===== src/rtl/sprite_motion_engine.sv =====
// Per-frame sprite kinematics: on each qualified frame tick, walks every slot once and
// applies velocity, optional gravity and wrap/bounce edge handling to the active ones.
module sprite_motion_engine #(
   parameter int unsigned NUM_SPRITES = 4,
   parameter int unsigned X_W         = 10,
   parameter int unsigned Y_W         = 9,
   parameter int unsigned V_W         = 8,
   parameter int unsigned SCREEN_W    = 640,
   parameter int unsigned SCREEN_H    = 480,
   parameter int unsigned SPRITE_SIZE = 16,
   parameter int          GRAVITY     = 1,
   parameter int unsigned FRAME_DIV   = 0,
   localparam int unsigned ID_W       = (NUM_SPRITES > 1) ? $clog2(NUM_SPRITES) : 1
) (
   input  logic                         CLOCK_50,
   input  logic                         reset,
   input  logic                         frame_tick,
   input  logic                         cfg_we,
   input  logic [ID_W-1:0]              cfg_id,
   input  logic [X_W-1:0]               cfg_x,
   input  logic [Y_W-1:0]               cfg_y,
   input  logic [V_W-1:0]               cfg_vx,
   input  logic [V_W-1:0]               cfg_vy,
   input  logic [2:0]                   cfg_mode,
   output logic [NUM_SPRITES*X_W-1:0]   pos_x,
   output logic [NUM_SPRITES*Y_W-1:0]   pos_y,
   output logic [NUM_SPRITES-1:0]       active,
   output logic [NUM_SPRITES-1:0]       edge_hit,
   output logic                         busy,
   output logic                         update_done,
   output logic                         overrun
);

   localparam int unsigned XS    = X_W + 2;
   localparam int unsigned YS    = Y_W + 2;
   localparam int unsigned DIV_W = (FRAME_DIV > 0) ? FRAME_DIV : 1;
   localparam logic [ID_W-1:0] LAST = ID_W'(NUM_SPRITES - 1);

   localparam logic signed [XS-1:0] SW_S   = XS'(SCREEN_W);
   localparam logic signed [XS-1:0] XMAX_S = XS'(SCREEN_W - SPRITE_SIZE);
   localparam logic signed [YS-1:0] SH_S   = YS'(SCREEN_H);
   localparam logic signed [YS-1:0] YMAX_S = YS'(SCREEN_H - SPRITE_SIZE);

   localparam logic [V_W-1:0]        VMIN = {1'b1, {(V_W-1){1'b0}}};
   localparam logic [V_W-1:0]        VMAX = {1'b0, {(V_W-1){1'b1}}};
   localparam logic signed [V_W:0]   SMIN = {2'b11, {(V_W-1){1'b0}}};
   localparam logic signed [V_W:0]   SMAX = {2'b00, {(V_W-1){1'b1}}};

   typedef enum logic [1:0] {IDLE, RUN, DONE} state_t;

   state_t             state, next_state;
   logic [ID_W-1:0]    idx;
   logic [DIV_W-1:0]   div_cnt;
   logic               tick_ok, start, over_set;

   logic [X_W-1:0]     x_r    [NUM_SPRITES];
   logic [Y_W-1:0]     y_r    [NUM_SPRITES];
   logic [V_W-1:0]     vx_r   [NUM_SPRITES];
   logic [V_W-1:0]     vy_r   [NUM_SPRITES];
   logic [2:0]         mode_r [NUM_SPRITES];

   logic [X_W-1:0]     new_x;
   logic [Y_W-1:0]     new_y;
   logic [V_W-1:0]     new_vx, new_vy;
   logic               hit_x, hit_y;
   logic signed [XS-1:0] nx;
   logic signed [YS-1:0] ny;

   // Negating the most negative velocity saturates instead of wrapping.
   function automatic logic [V_W-1:0] neg_sat(input logic [V_W-1:0] v);
      return (v == VMIN) ? VMAX : -v;
   endfunction

   function automatic logic [V_W-1:0] grav_sat(input logic [V_W-1:0] v);
      logic signed [V_W:0] s;
      s = (V_W+1)'($signed(v)) + (V_W+1)'(GRAVITY);
      if (s > SMAX)      return VMAX;
      else if (s < SMIN) return VMIN;
      else               return V_W'(s);
   endfunction

   assign tick_ok = frame_tick && ((FRAME_DIV == 0) || (div_cnt == '0));

   always_ff @(posedge CLOCK_50) begin
      if (reset) state <= IDLE;
      else       state <= next_state;
   end

   always_comb begin
      next_state = state;
      start      = 1'b0;
      over_set   = 1'b0;
      case (state)
         IDLE: if (tick_ok) begin
            next_state = RUN;
            start      = 1'b1;
         end
         RUN: begin
            over_set = tick_ok;
            if (idx == LAST) next_state = DONE;
         end
         DONE: begin
            over_set   = tick_ok;
            next_state = IDLE;
         end
         default: next_state = IDLE;
      endcase
   end

   // Kinematic step for the slot currently addressed by idx.
   always_comb begin
      nx     = $signed({2'b00, x_r[idx]}) + XS'($signed(vx_r[idx]));
      ny     = $signed({2'b00, y_r[idx]}) + YS'($signed(vy_r[idx]));
      new_x  = X_W'(nx);
      new_y  = Y_W'(ny);
      new_vx = vx_r[idx];
      new_vy = vy_r[idx];
      hit_x  = 1'b0;
      hit_y  = 1'b0;
      if (!mode_r[idx][2]) begin
         if (nx < 0) begin
            new_x = X_W'(nx + SW_S);
            hit_x = 1'b1;
         end else if (nx >= SW_S) begin
            new_x = X_W'(nx - SW_S);
            hit_x = 1'b1;
         end
         if (ny < 0) begin
            new_y = Y_W'(ny + SH_S);
            hit_y = 1'b1;
         end else if (ny >= SH_S) begin
            new_y = Y_W'(ny - SH_S);
            hit_y = 1'b1;
         end
      end else begin
         if (nx < 0) begin
            new_x  = '0;
            new_vx = neg_sat(vx_r[idx]);
            hit_x  = 1'b1;
         end else if (nx > XMAX_S) begin
            new_x  = X_W'(XMAX_S);
            new_vx = neg_sat(vx_r[idx]);
            hit_x  = 1'b1;
         end
         if (ny < 0) begin
            new_y  = '0;
            new_vy = neg_sat(vy_r[idx]);
            hit_y  = 1'b1;
         end else if (ny > YMAX_S) begin
            new_y  = Y_W'(YMAX_S);
            new_vy = neg_sat(vy_r[idx]);
            hit_y  = 1'b1;
         end
      end
      // A y bounce keeps the negated velocity; gravity waits for the next pass.
      if (mode_r[idx][1] && !(mode_r[idx][2] && hit_y))
         new_vy = grav_sat(vy_r[idx]);
   end

   always_ff @(posedge CLOCK_50) begin
      if (reset) begin
         idx         <= '0;
         div_cnt     <= '0;
         busy        <= 1'b0;
         update_done <= 1'b0;
         overrun     <= 1'b0;
         edge_hit    <= '0;
         for (int i = 0; i < NUM_SPRITES; i++) begin
            x_r[i]    <= '0;
            y_r[i]    <= '0;
            vx_r[i]   <= '0;
            vy_r[i]   <= '0;
            mode_r[i] <= '0;
         end
      end else begin
         busy        <= (next_state == RUN);
         update_done <= (next_state == DONE);
         if (over_set)   overrun <= 1'b1;
         if (frame_tick) div_cnt <= div_cnt + DIV_W'(1);
         if (start) begin
            idx      <= '0;
            edge_hit <= '0;
         end else if (state == RUN) begin
            idx <= (idx == LAST) ? '0 : idx + ID_W'(1);
         end
         for (int i = 0; i < NUM_SPRITES; i++) begin
            if (cfg_we && (cfg_id == ID_W'(i))) begin
               x_r[i]    <= cfg_x;
               y_r[i]    <= cfg_y;
               vx_r[i]   <= cfg_vx;
               vy_r[i]   <= cfg_vy;
               mode_r[i] <= cfg_mode;
            end else if ((state == RUN) && (idx == ID_W'(i)) && mode_r[i][0]) begin
               x_r[i]      <= new_x;
               y_r[i]      <= new_y;
               vx_r[i]     <= new_vx;
               vy_r[i]     <= new_vy;
               edge_hit[i] <= hit_x | hit_y;
            end
         end
      end
   end

   for (genvar g = 0; g < NUM_SPRITES; g++) begin : g_out
      assign pos_x[g*X_W +: X_W] = x_r[g];
      assign pos_y[g*Y_W +: Y_W] = y_r[g];
      assign active[g]           = mode_r[g][0];
   end

endmodule


===== config.mk =====
export PLATFORM = sky130hd
export DESIGN_NAME = sprite_motion_engine
export DESIGN_NICKNAME = d
export VERILOG_FILES = /design/src/rtl/sprite_motion_engine.sv
export SDC_FILE = /design/constraint.sdc
export NUM_CORES = 1
export LEC_CHECK = 0
export CAP_MARGIN = 20
export CORE_MARGIN = 1.5
export CORE_UTILIZATION = 25
export CTS_BUF_LIST = sky130_fd_sc_hd__clkbuf_8
export DETAILED_ROUTE_END_ITERATION = 10
export SLEW_MARGIN = 0
export SYNTH_ARGS = -nofsm -noshare
export SYNTH_HDL_FRONTEND = slang
export SYNTH_SLANG_ARGS = --single-unit

===== constraint.sdc =====
create_clock -name CLOCK_50 -period 5.36 [get_ports CLOCK_50]
set_clock_uncertainty 0.15 [all_clocks]
set_input_delay 1.072 -clock CLOCK_50 [delete_from_list [all_inputs] [get_ports CLOCK_50]]
set_output_delay 1.072 -clock CLOCK_50 [all_outputs]
set_load 0.1 [all_outputs]

==> flow_summary_export.csv, run 1 <==
group,metric,value,unit
clock_network,root_buffer,"clkbuf_8",
placed_design,placed_area,12400,sq um
drt,dr.pass1.iters,10,
yosys,yosys-top-cells-count,"edfxtp_1 (152), nand2_1 (97), a22o_1 (77)",
drt,wire_per_inst,21.1,um
grt,grt_pass1_vias,8261,
clock_network,ctsResizeCount,0,
yosys,ys_ff_latch,165,
grt,grt_pass1_wl,51400,um
clock_network,post-cts-setup-buffers,0,
drt,viasPerCell,5.29,
finish,final_util,31.2,%
clock_network,postCtsHoldBufs,0,
clock_network,cts.sinks,165,
critical_path,worstPathRequired,5.53,ns
yosys,synth_top_cell_by_area,"edfxtp_1",
floorplanning,dieArea,42900,sq um
floorplanning,initial_utilization,25.4,%
power_and_ir_drop,irDropWorstVdd,0.153,mV
drt,drt_wl_total,34000,um
yosys,synth-xor-area-share,1.34,%
placed_design,preCtsSetupSlack,0.294,ns
yosys,synth_warnings,0,
finish,area_growth,22.7,%
grt,overflow,0,
floorplanning,num_rows,74,
yosys,async_flop_share,0,%
yosys,ys_seq_area_share,46.3,%
critical_path,path_buf_inv,4,
yosys,synthCells,933,
grt,antenna_found_initial,3,
grt,track_usage,15.7,%
clock_network,htree_levels,4,
placed_design,dp_hpwl,24300,um
power_and_ir_drop,switching_share,40.7,%
sta,tns,0,ns
power_and_ir_drop,p_clk_share,22.0,%
yosys,yosysUniqueCellTypes,80,
critical_path,cp_common_cell,"buf_4",
sta,finalMaxSlewViolations,0,
clock_network,cts-buffers-inserted,17,
power_and_ir_drop,leakage,4.64,nW
worst_hold_path,hp-class,"reg2reg",
placed_design,port_buffers,130,
yosys,synth-edff-count,152,
critical_path,cp_slowest_cell,"a311oi_4",
sta,layout_setup_ws,0.406,ns
critical_path,cp-start-kind,"flip-flop",
sta,timing.fmax,202,MHz
yosys,synth-adder-area-share,4.92,%
sta,final-setup-viol-count,0,
yosys,yosys.area.top_type_share,43.8,%
yosys,syn_nets,1016,
yosys,synth_ff_type,"edfxtp_1",
sta,period_needed,4.95,ns
status,violations,"DRC",
drt,num_vias,8523,
floorplanning,fp.dieW,207,um
yosys,synthMostInstantiatedCell,"edfxtp_1",
drt,initialDrtViolationCount,852,
yosys,synth_top_family_by_area,"compound AO/OA/AOI/OAI gates",
power_and_ir_drop,p_switching,1.61,mW
finish,drive_gt1_share,13.9,%
power_and_ir_drop,internal_power,2.34,mW
clock_network,path_clk_slew,0.10,ns
critical_path,cp_top_family,"compound AO/OA/AOI/OAI gates",
floorplanning,fp.coreArea,41000,sq um
critical_path,cp_cell_sequence,"buf_4, buf_4, mux4_2, ha_1, nand2_2, o31ai_1, xnor2_1, inv_1, ha_1, o21bai_1, a32oi_1, a311oi_4, buf_4, nor2_1, mux2_2, o21ai_0",
finish,nets,1149,
status,status,"finished, violations left",
sta,hold_viol,0,
floorplanning,die_h,207,um
sta,max-slew-margin-rel,26.1,%
finish,instances_no_fill,1611,
yosys,synth.mux.area_fraction,9.31,%
sta,worst_pin_slew,1.10,ns
grt,grt_max_degree,39,
yosys,syn_area_per_cell,11.2,sq um
flow_run,max_cap_violations,0,
floorplanning,ioPinCount,131,
clock_network,clk_latency,0.48,ns
sta,period_share,92.4,%
critical_path,worstPathArrival,5.12,ns
yosys,synth-simple-area-share,14.1,%
power_and_ir_drop,pwr-share-comb,39.1,%
yosys,synth_compound_area_share,19.6,%
drt,ant_nets,0,
finish,diodes,0,
power_and_ir_drop,cellPowerDensity,309,nW/um^2
critical_path,end_kind,"flip-flop",
finish,final_area,12800,sq um
clock_network,clock_path_buffers,2,
placed_design,gp_congestion,0.846,
drt,drc,19,
yosys,synth_area,10400,sq um
yosys,synthTopCellsByArea,"edfxtp_1 (44%), mux4_2 (6.7%), a22o_1 (6.5%)",
critical_path,critPathMaxFanout,13,
critical_path,path_class,"reg2reg",
placed_design,dp.cells,1579,
sta,rsz0062_at_grt,"no",
critical_path,cp_slowest_stage_delay,0.68,ns
clock_network,tritoncts,"done",
power_and_ir_drop,seq_power_share,38.9,%
==> power groups by stage <==
stage | logic (mW) | registers [mW] | clock network (mW)
floorplan | 0.811 | 1.84 | 0
global placement | 1.51 | 1.56 | 0
detailed placement | 1.53 | 1.56 | 0
CTS | 1.53 | 1.53 | 0.884
global route | 1.66 | 1.54 | 0.935
finish | 1.54 | 1.53 | 0.869
==> placed cells by master, fill, tap and decap left out, types with 9 or more instances in the layout <==
cell type	synthesis	layout
mux4_2	31	31
nor2_1	50	49
a211oi_1	10	10
and2_1	25	25
nand3_1	16	16
a21oi_1	28	28
inv_1	30	30
a22o_1	77	77
dfxtp_1	13	11
o21a_1	9	9
o21ai_0	72	72
edfxtp_1	152	152
clkdlybuf4s50_1	0	130
xnor2_1	11	11
nor3_1	20	20
ha_1	37	37
mux2i_1	16	16
nand2_1	97	95
or3_1	9	9
buf_4	5	36
and3_1	16	16
a21o_1	10	10
o31ai_1	10	10
clkbuf_8	6	17
==> sequential cells by signal, indices dropped and copies added (netlist names), named ones only <==
register,cells
y_r,36
edge_hit,4
x_r,40
vy_r,32
busy,1
overrun,1
state,2
idx,2
mode_r,12
update_done,1
vx_r,32
==> tightest hold or removal path: stages (launching register included) <==
cell	delay (ns)
dfxtp_1	0.34
a21oi_1	0.04
nor2_1	0.07
==> metrics by stage <==
step           total power [mW]  hold WS [ns]
3_5_place_dp               3.09         0.316
5_1_grt                    4.14         0.414
6_report                   3.95         0.341
2_1_floorplan              2.65         0.356
3_3_place_gp               3.08         0.309
4_1_cts                    3.95         0.343
==> final timing paths <==
path / start / to / slack (ns) / cells past startpoint
worst max-delay path: flip-flop / vy_r[1][0] / 0.41 / 16
worst min-delay path: overrun / overrun / 0.34 / 2
worst max register to register: flip-flop / vy_r[1][0] / 0.41 / 16
worst min register to register: overrun / overrun / 0.34 / 2
==> metal layers <==
layer	share of wire, %	GRT usage, %	up-vias	routed length, um
met5	0.038	0	-	13
li1	-	-	3869	-
met2	44	23.6	412	14800
met1	46	22.8	4212	15600
met4	1.1	3.47	2	370
met3	9.5	3.96	28	3220
==> layout make-up <==
type | count | area [sq um]
fill | 4158 | 28200
multi-input combinational | 680 | 5160
sequential | 165 | 4830
timing repair buffer | 171 | 1670
tap | 532 | 666
clock buffer | 17 | 234
clock inverter | 15 | 119
inverter | 31 | 116
==> cells by family (layout without fill, tap and decap cells) <==
kind of cell | Yosys count | after routing
adders and majority gates | 40 | 40
buffers and inverters | 88 | 234
DFF | 165 | 165
xor gates and xnor gates | 16 | 16
AOI/OAI and AO/OA | 282 | 282
and+or+nand+nor | 288 | 288
muxes | 54 | 54
No activity file was read; power rests on OpenSTA's default activity.
==> run 2, diff against run 1 <==
--- a/config.mk
+++ b/config.mk
@@ -7,9 +7,10 @@
 export LEC_CHECK = 0
 export CAP_MARGIN = 20
 export CORE_MARGIN = 1.5
-export CORE_UTILIZATION = 25
+export CORE_UTILIZATION = 53
 export CTS_BUF_LIST = sky130_fd_sc_hd__clkbuf_8
 export DETAILED_ROUTE_END_ITERATION = 10
+export PLACE_DENSITY = 0.8
 export SLEW_MARGIN = 0
 export SYNTH_ARGS = -nofsm -noshare
 export SYNTH_HDL_FRONTEND = slang
==> flow_summary_export.csv, run 2 (synthesis gave the netlist of run 1 again) <==
group,metric,value,unit
status,status,"completed",
critical_path,critPathMaxFanout,14,
sta,hold_viol,0,
placed_design,placed_area,12000,sq um
finish,num-fill-cells,1535,
critical_path,cp-start-kind,"flip-flop",
flow_run,max_cap_violations,0,
finish,drive_gt1_share,13.6,%
critical_path,end_kind,"flip-flop",
worst_hold_path,hold_path_depth,2,
floorplanning,fp.coreArea,19400,sq um
power_and_ir_drop,cellPowerDensity,322,nW/um^2
sta,timing.fmax,196,MHz
finish,final_cell_mix,"edfxtp_1 (152), clkdlybuf4s50_1 (130), nand2_1 (97)",
grt,grtUsageMet1,41.4,%
clock_network,root_buffer,"clkbuf_8",
grt,grt_use_met3,5.87,%
finish,largest_reg_flops,40,
critical_path,reg2reg_to,"vx_r[0][1]",
clock_network,htree_levels,4,
power_and_ir_drop,irDropWorstVdd,0.168,mV
clock_network,clock_path_buffers,2,
finish,largestRegisters,"x_r x40, y_r x36",
finish,area_growth,20.3,%
grt,grt_busiest_layer,"met2",
drt,initialDrtViolationCount,1141,
worst_hold_path,hp-class,"reg2reg",
finish,final_area,12500,sq um
critical_path,path_class,"reg2reg",
floorplanning,die_h,143,um
drt,viasPerCell,6.52,
grt,grt_max_degree,39,
drt,drt_wl_total,30200,um
finish,top_register,"x_r",
sta,hold_ws,0.344,ns
sta,period_share,95.3,%
clock_network,path_clk_slew,0.09,ns
placed_design,gp_congestion,0.983,
sta,worst_pin_slew,1.02,ns
finish,diodes,0,
placed_design,dp_hpwl,20600,um
grt,grt_util_met2,46.2,%
drt,num_vias,8739,
floorplanning,initial_utilization,53.8,%
finish,final_util,64.7,%
clock_network,cts-buffers-inserted,17,
floorplanning,num_rows,51,
grt,track_usage,29.7,%
clock_network,tritoncts,"done",
floorplanning,ioPinCount,131,
sta,max-slew-margin-rel,32.0,%
sta,tns,0,ns
power_and_ir_drop,leakage,4.66,nW
sta,final-setup-viol-count,0,
sta,period_needed,5.11,ns
drt,dr.pass1.iters,6,
grt,grt_pass1_wl,45800,um
finish,layout_commonest_cell,"edfxtp_1",
critical_path,worstPathArrival,5.31,ns
drt,drc,0,
finish,nets,1147,
critical_path,worstSetupEndpoint,"vx_r[0][1]",
floorplanning,fp.dieW,143,um
floorplanning,dieArea,20500,sq um
placed_design,port_buffers,130,
clock_network,cts.sinks,165,
grt,grt_pass1_vias,8286,
clock_network,clk_latency,0.48,ns
critical_path,reg2reg_depth,16,
power_and_ir_drop,power,4.03,mW
drt,ant_nets,0,
drt,wire_per_inst,22.5,um
grt,antenna_found_initial,0,
sta,rsz0062_at_grt,"no",
critical_path,worstPathRequired,5.56,ns
sta,finalMaxSlewViolations,0,
grt,overflow,0,
critical_path,r2r_slack,0.25,ns
## run 2: cell count changes in the layout (fill, tap and decap cells not counted), sizes merged
cell / change
a311oi: +1
buf: -3
bufinv: +4
clkinv: +2
inv: -7
## run 2: worst max-delay path, cell delays in order (launching register included)
cell and delay, ns:
dfxtp_2 0.59, buf_12 0.22, buf_4 0.24, mux2_4 0.32, o21ai_2 0.30, inv_1 0.11, ha_1 0.31, a21o_1 0.18
a21o_1 0.21, a211o_1 0.35, a31o_2 0.27, xnor2_1 0.44, a31oi_1 0.11, o21ai_2 0.17, buf_4 0.24, mux2i_1 0.53
a22o_1 0.24
## run 2: timing repair
item	4_1_cts	5_1_grt
gates resized for setup	0	3
hold buffers	0	0
setup endpoints to repair	0	49
buffers inserted	0	5
## run 2: final cells by class
class,instances,area (sq um),share of cell area (%)
Clock buffer,17,234,1.86
Clock inverter,14,185,1.48
Inverter,31,116,0.927
Multi-Input combinational cell,681,5170,41.2
Sequential cell,165,4830,38.5
Tap cell,265,332,2.64
Timing Repair Buffer,168,1670,13.3
## run 2: worst min-delay path by stage
stage	startpoint	end	slack, ns
global route	overrun	overrun	0.38
floorplan	state[1]	state[1]	0.36
detailed placement	overrun	overrun	0.31
global placement	overrun	overrun	0.30
CTS	overrun	overrun	0.34
finish	overrun	overrun	0.34
## run 2: metal layers
layer  share of wire, %  wire, um
met1                 40     12200
met2                 45     13500
met3                 12      3580
met4                3.1       922
met5                  0         0
## run 2: through the flow
stage / setup slack (ns) / cells
after global placement: 0.395 / 1302
after detailed placement: 0.106 / 1302
after CTS: 0.0193 / 1333
after floorplan: 0.0852 / 933
final: 0.251 / 1341
after global routing: 0.0406 / 1341
## run 2: report_power, final
part	leakage, nW	internal, mW	switching, mW	total [mW]
combinational	2.75	0.507	1.02	1.53
sequential	1.70	1.49	0.0405	1.53
clock	0.211	0.502	0.472	0.974
